[src/rtl/apb_ctrl_pkg.sv]
// Shared types and widths for the two-requester APB master.
package apb_ctrl_pkg;

    localparam int unsigned ApbAddrWidth = 32;
    localparam int unsigned ApbDataWidth = 32;

    typedef enum logic [1:0] {
        StIdle,
        StSetup,
        StAccess,
        StDone
    } apb_state_e;

    // Requester index: 0 or 1.
    typedef logic req_id_t;

endpackage

[src/rtl/apb_arb_master_if.sv]
// APB bus bundle between the arbitrating master and a single slave.
interface apb_arb_master_if;
    import apb_ctrl_pkg::*;

    logic [ApbAddrWidth-1:0] PADDR;
    logic [ApbDataWidth-1:0] PWDATA;
    logic [ApbDataWidth-1:0] PRDATA;
    logic                    PWRITE;
    logic                    PSEL;
    logic                    PENABLE;
    logic                    PREADY;

    modport master (
        output PADDR, PWDATA, PWRITE, PSEL, PENABLE,
        input  PRDATA, PREADY
    );

    modport slave (
        input  PADDR, PWDATA, PWRITE, PSEL, PENABLE,
        output PRDATA, PREADY
    );

endinterface

[src/rtl/apb_arb_master_rr_arbiter2.sv]
// Two-way round-robin arbiter; the last-grant pointer only moves when a grant is taken.
module rr_arbiter2
    import apb_ctrl_pkg::*;
(
    input  logic     PCLK,
    input  logic     PRESET,
    input  logic [1:0] req_i,
    input  logic     update_i,
    output req_id_t  gnt_o,
    output logic     any_o
);

    req_id_t last_q;

    // On a tie the requester not served last wins; a lone request always wins.
    always_comb begin
        any_o = |req_i;
        gnt_o = (req_i == 2'b11) ? ~last_q : req_i[1];
    end

    // Reset points at requester 1 so requester 0 wins the first tie.
    always_ff @(posedge PCLK) begin
        if (PRESET) begin
            last_q <= 1'b1;
        end else if (update_i) begin
            last_q <= gnt_o;
        end
    end

endmodule

[src/rtl/apb_arb_master.sv]
// Two-requester APB master with round-robin arbitration.
// Optional ACCESS-phase timeout enabled by defining APB_TIMEOUT_EN.
module apb_arb_master
    import apb_ctrl_pkg::*;
#(
    parameter int unsigned TIMEOUT_CYCLES = 16
) (
    input  logic                    PCLK,
    input  logic                    PRESET,

    input  logic                    req0_valid,
    input  logic                    req0_write,
    input  logic [ApbAddrWidth-1:0] req0_addr,
    input  logic [ApbDataWidth-1:0] req0_wdata,
    output logic                    req0_done,
    output logic [ApbDataWidth-1:0] req0_rdata,
    output logic                    req0_err,

    input  logic                    req1_valid,
    input  logic                    req1_write,
    input  logic [ApbAddrWidth-1:0] req1_addr,
    input  logic [ApbDataWidth-1:0] req1_wdata,
    output logic                    req1_done,
    output logic [ApbDataWidth-1:0] req1_rdata,
    output logic                    req1_err,

    apb_arb_master_if.master        apb
);

    if (TIMEOUT_CYCLES == 0) begin : gen_bad_timeout
        $error("TIMEOUT_CYCLES must be at least 1");
    end

    apb_state_e              state_q;
    req_id_t                 gnt_q;
    req_id_t                 arb_gnt;
    logic                    arb_any;
    logic [ApbAddrWidth-1:0] addr_q;
    logic [ApbDataWidth-1:0] wdata_q;
    logic                    write_q;
    logic                    psel_q;
    logic                    penable_q;
    logic [1:0]              done_q;
    logic [ApbDataWidth-1:0] rdata_q [2];

    logic                    pick_write;
    logic [ApbAddrWidth-1:0] pick_addr;
    logic [ApbDataWidth-1:0] pick_wdata;

`ifdef APB_TIMEOUT_EN
    localparam int unsigned CntWidth = $clog2(TIMEOUT_CYCLES + 1);
    logic [CntWidth-1:0] cnt_q;
    logic [1:0]          err_q;
`endif

    rr_arbiter2 u_arb (
        .PCLK     (PCLK),
        .PRESET   (PRESET),
        .req_i    ({req1_valid, req0_valid}),
        .update_i (state_q == StIdle && arb_any),
        .gnt_o    (arb_gnt),
        .any_o    (arb_any)
    );

    always_comb begin
        pick_write = arb_gnt ? req1_write : req0_write;
        pick_addr  = arb_gnt ? req1_addr  : req0_addr;
        pick_wdata = arb_gnt ? req1_wdata : req0_wdata;
    end

    always_ff @(posedge PCLK) begin
        if (PRESET) begin
            state_q    <= StIdle;
            gnt_q      <= 1'b0;
            addr_q     <= '0;
            wdata_q    <= '0;
            write_q    <= 1'b0;
            psel_q     <= 1'b0;
            penable_q  <= 1'b0;
            done_q     <= '0;
            rdata_q[0] <= '0;
            rdata_q[1] <= '0;
`ifdef APB_TIMEOUT_EN
            cnt_q      <= '0;
            err_q      <= '0;
`endif
        end else begin
            // Completion outputs are single-cycle pulses.
            done_q     <= '0;
            rdata_q[0] <= '0;
            rdata_q[1] <= '0;
`ifdef APB_TIMEOUT_EN
            err_q      <= '0;
`endif
            unique case (state_q)
                StIdle: begin
                    if (arb_any) begin
                        gnt_q   <= arb_gnt;
                        addr_q  <= pick_addr;
                        wdata_q <= pick_wdata;
                        write_q <= pick_write;
                        psel_q  <= 1'b1;
                        state_q <= StSetup;
`ifdef APB_TIMEOUT_EN
                        cnt_q   <= '0;
`endif
                    end
                end
                StSetup: begin
                    penable_q <= 1'b1;
                    state_q   <= StAccess;
                end
                StAccess: begin
                    if (apb.PREADY) begin
                        psel_q          <= 1'b0;
                        penable_q       <= 1'b0;
                        done_q[gnt_q]   <= 1'b1;
                        rdata_q[gnt_q]  <= write_q ? '0 : apb.PRDATA;
                        state_q         <= StDone;
                    end
`ifdef APB_TIMEOUT_EN
                    else if (cnt_q == CntWidth'(TIMEOUT_CYCLES - 1)) begin
                        psel_q          <= 1'b0;
                        penable_q       <= 1'b0;
                        done_q[gnt_q]   <= 1'b1;
                        err_q[gnt_q]    <= 1'b1;
                        state_q         <= StDone;
                    end else begin
                        cnt_q <= cnt_q + 1'b1;
                    end
`endif
                end
                StDone: begin
                    state_q <= StIdle;
                end
                default: begin
                    state_q <= StIdle;
                end
            endcase
        end
    end

    assign apb.PADDR   = addr_q;
    assign apb.PWDATA  = wdata_q;
    assign apb.PWRITE  = write_q;
    assign apb.PSEL    = psel_q;
    assign apb.PENABLE = penable_q;

    assign req0_done  = done_q[0];
    assign req1_done  = done_q[1];
    assign req0_rdata = rdata_q[0];
    assign req1_rdata = rdata_q[1];

`ifdef APB_TIMEOUT_EN
    assign req0_err = err_q[0];
    assign req1_err = err_q[1];
`else
    assign req0_err = 1'b0;
    assign req1_err = 1'b0;
`endif

endmodule
[src/flat_wrapper.sv]
// flat-port wrapper written by rule: the top's interface ports become plain ports
module apb_arb_master_flat import apb_ctrl_pkg::*;
#(
    parameter int unsigned TIMEOUT_CYCLES = 16
)
  (PCLK, PRESET, req0_valid, req0_write, req0_addr, req0_wdata, req0_done, req0_rdata, req0_err, req1_valid, req1_write, req1_addr, req1_wdata, req1_done, req1_rdata, req1_err, apb_PADDR, apb_PWDATA, apb_PWRITE, apb_PSEL, apb_PENABLE, apb_PRDATA, apb_PREADY);
  apb_arb_master_if apb_i ();
  input  logic PCLK;
  input  logic PRESET;
  input  logic req0_valid;
  input  logic req0_write;
  input  logic [ApbAddrWidth-1:0] req0_addr;
  input  logic [ApbDataWidth-1:0] req0_wdata;
  output logic req0_done;
  output logic [ApbDataWidth-1:0] req0_rdata;
  output logic req0_err;
  input  logic req1_valid;
  input  logic req1_write;
  input  logic [ApbAddrWidth-1:0] req1_addr;
  input  logic [ApbDataWidth-1:0] req1_wdata;
  output logic req1_done;
  output logic [ApbDataWidth-1:0] req1_rdata;
  output logic req1_err;
  output wire logic [$bits(apb_i.PADDR)-1:0] apb_PADDR;
  output wire logic [$bits(apb_i.PWDATA)-1:0] apb_PWDATA;
  output wire logic [$bits(apb_i.PWRITE)-1:0] apb_PWRITE;
  output wire logic [$bits(apb_i.PSEL)-1:0] apb_PSEL;
  output wire logic [$bits(apb_i.PENABLE)-1:0] apb_PENABLE;
  input wire logic [$bits(apb_i.PRDATA)-1:0] apb_PRDATA;
  input wire logic [$bits(apb_i.PREADY)-1:0] apb_PREADY;
  assign apb_PADDR = apb_i.PADDR;
  assign apb_PWDATA = apb_i.PWDATA;
  assign apb_PWRITE = apb_i.PWRITE;
  assign apb_PSEL = apb_i.PSEL;
  assign apb_PENABLE = apb_i.PENABLE;
  assign apb_i.PRDATA = apb_PRDATA;
  assign apb_i.PREADY = apb_PREADY;
  apb_arb_master #(.TIMEOUT_CYCLES(TIMEOUT_CYCLES)) u_core (.PCLK(PCLK), .PRESET(PRESET), .req0_valid(req0_valid), .req0_write(req0_write), .req0_addr(req0_addr), .req0_wdata(req0_wdata), .req0_done(req0_done), .req0_rdata(req0_rdata), .req0_err(req0_err), .req1_valid(req1_valid), .req1_write(req1_write), .req1_addr(req1_addr), .req1_wdata(req1_wdata), .req1_done(req1_done), .req1_rdata(req1_rdata), .req1_err(req1_err), .apb(apb_i));
endmodule
[config.mk]
export PLATFORM = sky130hd
export DESIGN_NAME = apb_arb_master_flat
export DESIGN_NICKNAME = d
export VERILOG_FILES = /design/src/rtl/apb_ctrl_pkg.sv /design/src/rtl/apb_arb_master_if.sv /design/src/rtl/apb_arb_master_rr_arbiter2.sv /design/src/rtl/apb_arb_master.sv /design/src/flat_wrapper.sv
export SDC_FILE = /design/constraint.sdc
export NUM_CORES = 1
export LEC_CHECK = 0
export BUFFER_PORTS_ARGS = -buffer_cell sky130_fd_sc_hd__buf_2
export CORE_ASPECT_RATIO = 0.6
export CORE_MARGIN = 4
export CORE_UTILIZATION = 46
export CTS_CLUSTER_DIAMETER = 200
export CTS_CLUSTER_SIZE = 25
export DETAILED_ROUTE_END_ITERATION = 12
export PLACE_DENSITY = 0.85
export SYNTH_ARGS = -nofsm -noshare
export SYNTH_HDL_FRONTEND = slang
export SYNTH_SLANG_ARGS = --single-unit
[constraint.sdc]
create_clock -name PCLK -period 3.9 [get_ports PCLK]
set_clock_uncertainty 0.05 [all_clocks]
set_input_delay 0.78 -clock PCLK [delete_from_list [all_inputs] [get_ports PCLK]]
set_output_delay 0.78 -clock PCLK [all_outputs]
set_load 0.1 [all_outputs]
==> flow_summary.toml <==
[run_status]
outcome = "finished, final reports clean"

[cells_and_area]
seq_area_sq_um = 2743
syn_to_final_growth_pct = 42.36
antenna_cells = 0
nNetsFinal = 1024
drive_above_1_share_pct = 41.87
final.fill_count = 883
multi_input_area_sq_um = 1981
final_area_sq_um = 7098

[cts]
insertion_delay_ps = 400
clkSlewWorstSetupHoldPaths_ps = 60
clockBufferDepth = 2
cts_tree = "yes"
h-tree-depth = 4
cts_root_buffer = "clkbuf_16"
cts.sinks = 137
cts_inserted_buffers = 17
cts_resized = 0
cts_hold_buf = 0
post_cts_buffers = 0

[yosys]
synth_top_area_share_pct = 55.01
yosysUniqueCellTypes = 30
yosys_register_bits = 137
synth_top_area_cell = "dfxtp_1"
netlist_area_sq_um = 4986
yosys.area_share.adder_pct = 0.7528
synth-edff-count = 0
synth_area_leaders = "dfxtp_1 (55%), a21oi_1 (13%), o21ai_0 (5.7%)"
synthArstFlopShare_pct = 0
synth_simple_gate_area_share_pct = 16.79
ys_warn_count = 0
synth-main-ff-cell = "dfxtp_1"
syn-instance-count = 575
synth_most_common_cell = "dfxtp_1"
synth_mux_area_share_pct = 0.2008
synth_top_family_by_area = "compound AO/OA/AOI/OAI gates"
ys_seq_area_share_pct = 55.01
synth-compound-area-share_pct = 21.41
yosys.area_share.xor_xnor_pct = 0
yosys-top-cells-count = "dfxtp_1 (137), a21oi_1 (134), nand2_1 (69)"
syn_area_per_cell_sq_um = 8.671

[timing]
fin_crit_sh_pct = 56.58
timing.slew.headroom_pct = 27.80
hold_violations = 0
rsz0062_at_grt = "no"
finalWorstSetupSlack_ps = 1693
fmax_ghz = 0.4532
tightest_slew_ps = 1083
slew_viol_final = 0
min_period_ps = 2207
setup_tns_ps = 0
finalSetupViolCount = 0

[critical_path]
critPathLaunchType = "register"
end_kind = "register"
crit_required_ps = 4180
worstPathArrival_ps = 2480
worstPathMaxFanout = 65
critPathKind = "register to register"

[global_routing]
grt_pass1_wl_mm = 22.73
first_global_vias = 4709
grt_antenna_before_repair = 0
overflow = 0
grt_start_max_net_pins = 70
track_usage_pct = 22.40

[place]
port-buffer-count = 299
place_congestion = 0.8490
pre_cts_ws_ps = 1489
post_dp_cell_area_sq_um = 6490
hpwl_mm = 10.88

[floorplanning]
io_pins = 302
chipWidth_um = 142.4
initial_core_util_pct = 47.22
core_sq_um = 10560
rows = 29
dieHeight_um = 88.65
dieArea_sq_um = 12620

[drt]
via_count = 5071
wl_per_cell_um = 15.11
drcViolationCount = 0
first_pass_iters = 4
vias_per_cell = 5.041
drt-total-wl_mm = 15.20
drt_iter0_markers = 235
antenna_left = 0

[run]
cap_violations = 0

[power]
ir_worst_vdd_v = 0.0007067
p_leak_uw = 0.003597
powerDensity_nw_per_um2 = 987.9

[min_path]
hp-class = "register to register"
-- area by class of cell --
| cell class | instances | area share, % |
|---|---|---|
| Clock buffer | 19 | 6.240 |
| Sequential cell | 137 | 38.64 |
| Tap cell | 139 | 2.450 |
| Multi-Input combinational cell | 387 | 27.90 |
| Clock inverter | 13 | 2.327 |
| Inverter | 5 | 0.2644 |
| Timing Repair Buffer | 306 | 22.18 |
-- critical path, cell delays in order (launching register included) --
cell and delay, ps:
dfxtp_1 330, inv_1 80, ha_1 340, o21a_2 930, o21ai_0 230, a21oi_1 170
-- cells by family after synthesis --
family	count (synthesis)
AO/OA/AOI/OAI	208
AND/OR/NAND/NOR	173
flip-flops	137
buffers and inverters	52
adder cells (fa/ha/maj)	3
multiplexers	1
other	1
-- final timing paths --
path	end	slack (ps)	startpoint	cells past startpoint
max	u_core.apb.PWDATA[5]$_SDFFE_PP0P_	1690	u_core.state_q[0]$_SDFFE_PP0P_	5
min	u_core.apb.PSEL$_SDFFE_PP0P_	430	u_core.apb.PSEL$_SDFFE_PP0P_	2
max reg2reg	u_core.apb.PWDATA[5]$_SDFFE_PP0P_	1690	u_core.state_q[0]$_SDFFE_PP0P_	5
min reg2reg	u_core.apb.PSEL$_SDFFE_PP0P_	430	u_core.apb.PSEL$_SDFFE_PP0P_	2
-- flip-flops by register name, summed over array words and instances, names as in the netlist --
| name | cells |
|---|---|
| u_core.apb.PADDR | 32 |
| u_core.apb.PENABLE | 1 |
| u_core.apb.PSEL | 1 |
| u_core.apb.PWDATA | 32 |
| u_core.apb.PWRITE | 1 |
| u_core.done_q | 2 |
| u_core.gnt_q | 1 |
| u_core.rdata_q | 64 |
| u_core.state_q | 2 |
| u_core.u_arb.last_q | 1 |
-- routing by layer --
layer	global-route usage, %	wire (um)
met1	28.56	6420
met2	37.70	7337
met3	5.670	1126
met4	7.506	312
met5	0	0
-- where the power goes --
part / switching, uW / internal (uW) / total (uW)
combinational: 2890 / 624 / 3520
clock: 610 / 1030 / 1640
sequential: 150 / 1700 / 1850
-- through the flow --
stage               hold slack, ps  utilization, %  total power (uW)  instances
floorplan                    401.5               -              4801        576
global placement             418.6           61.46              5375        974
detailed placement           423.5           61.46              5392        974
CTS                          436.7           67.22              7036       1006
global route                 461.0           67.22              7308       1006
finish                       432.1           67.22              7012       1006
-- layout by cell type (no fill, tap or decap), types with 4 or more instances in the layout --
master / netlist / routed
buf_2: 20 / 299
dfxtp_1: 137 / 137
a21oi_1: 134 / 134
nand2_1: 69 / 69
o21ai_0: 57 / 57
nor2_1: 49 / 49
nand2b_1: 32 / 32
clkbuf_16: 0 / 17
o21ai_1: 11 / 10
nor2_4: 10 / 10
nor2_2: 8 / 8
buf_4: 3 / 5
clkinvlp_4: 0 / 4
inv_6: 0 / 4
Power figures use the tool's default switching activity.
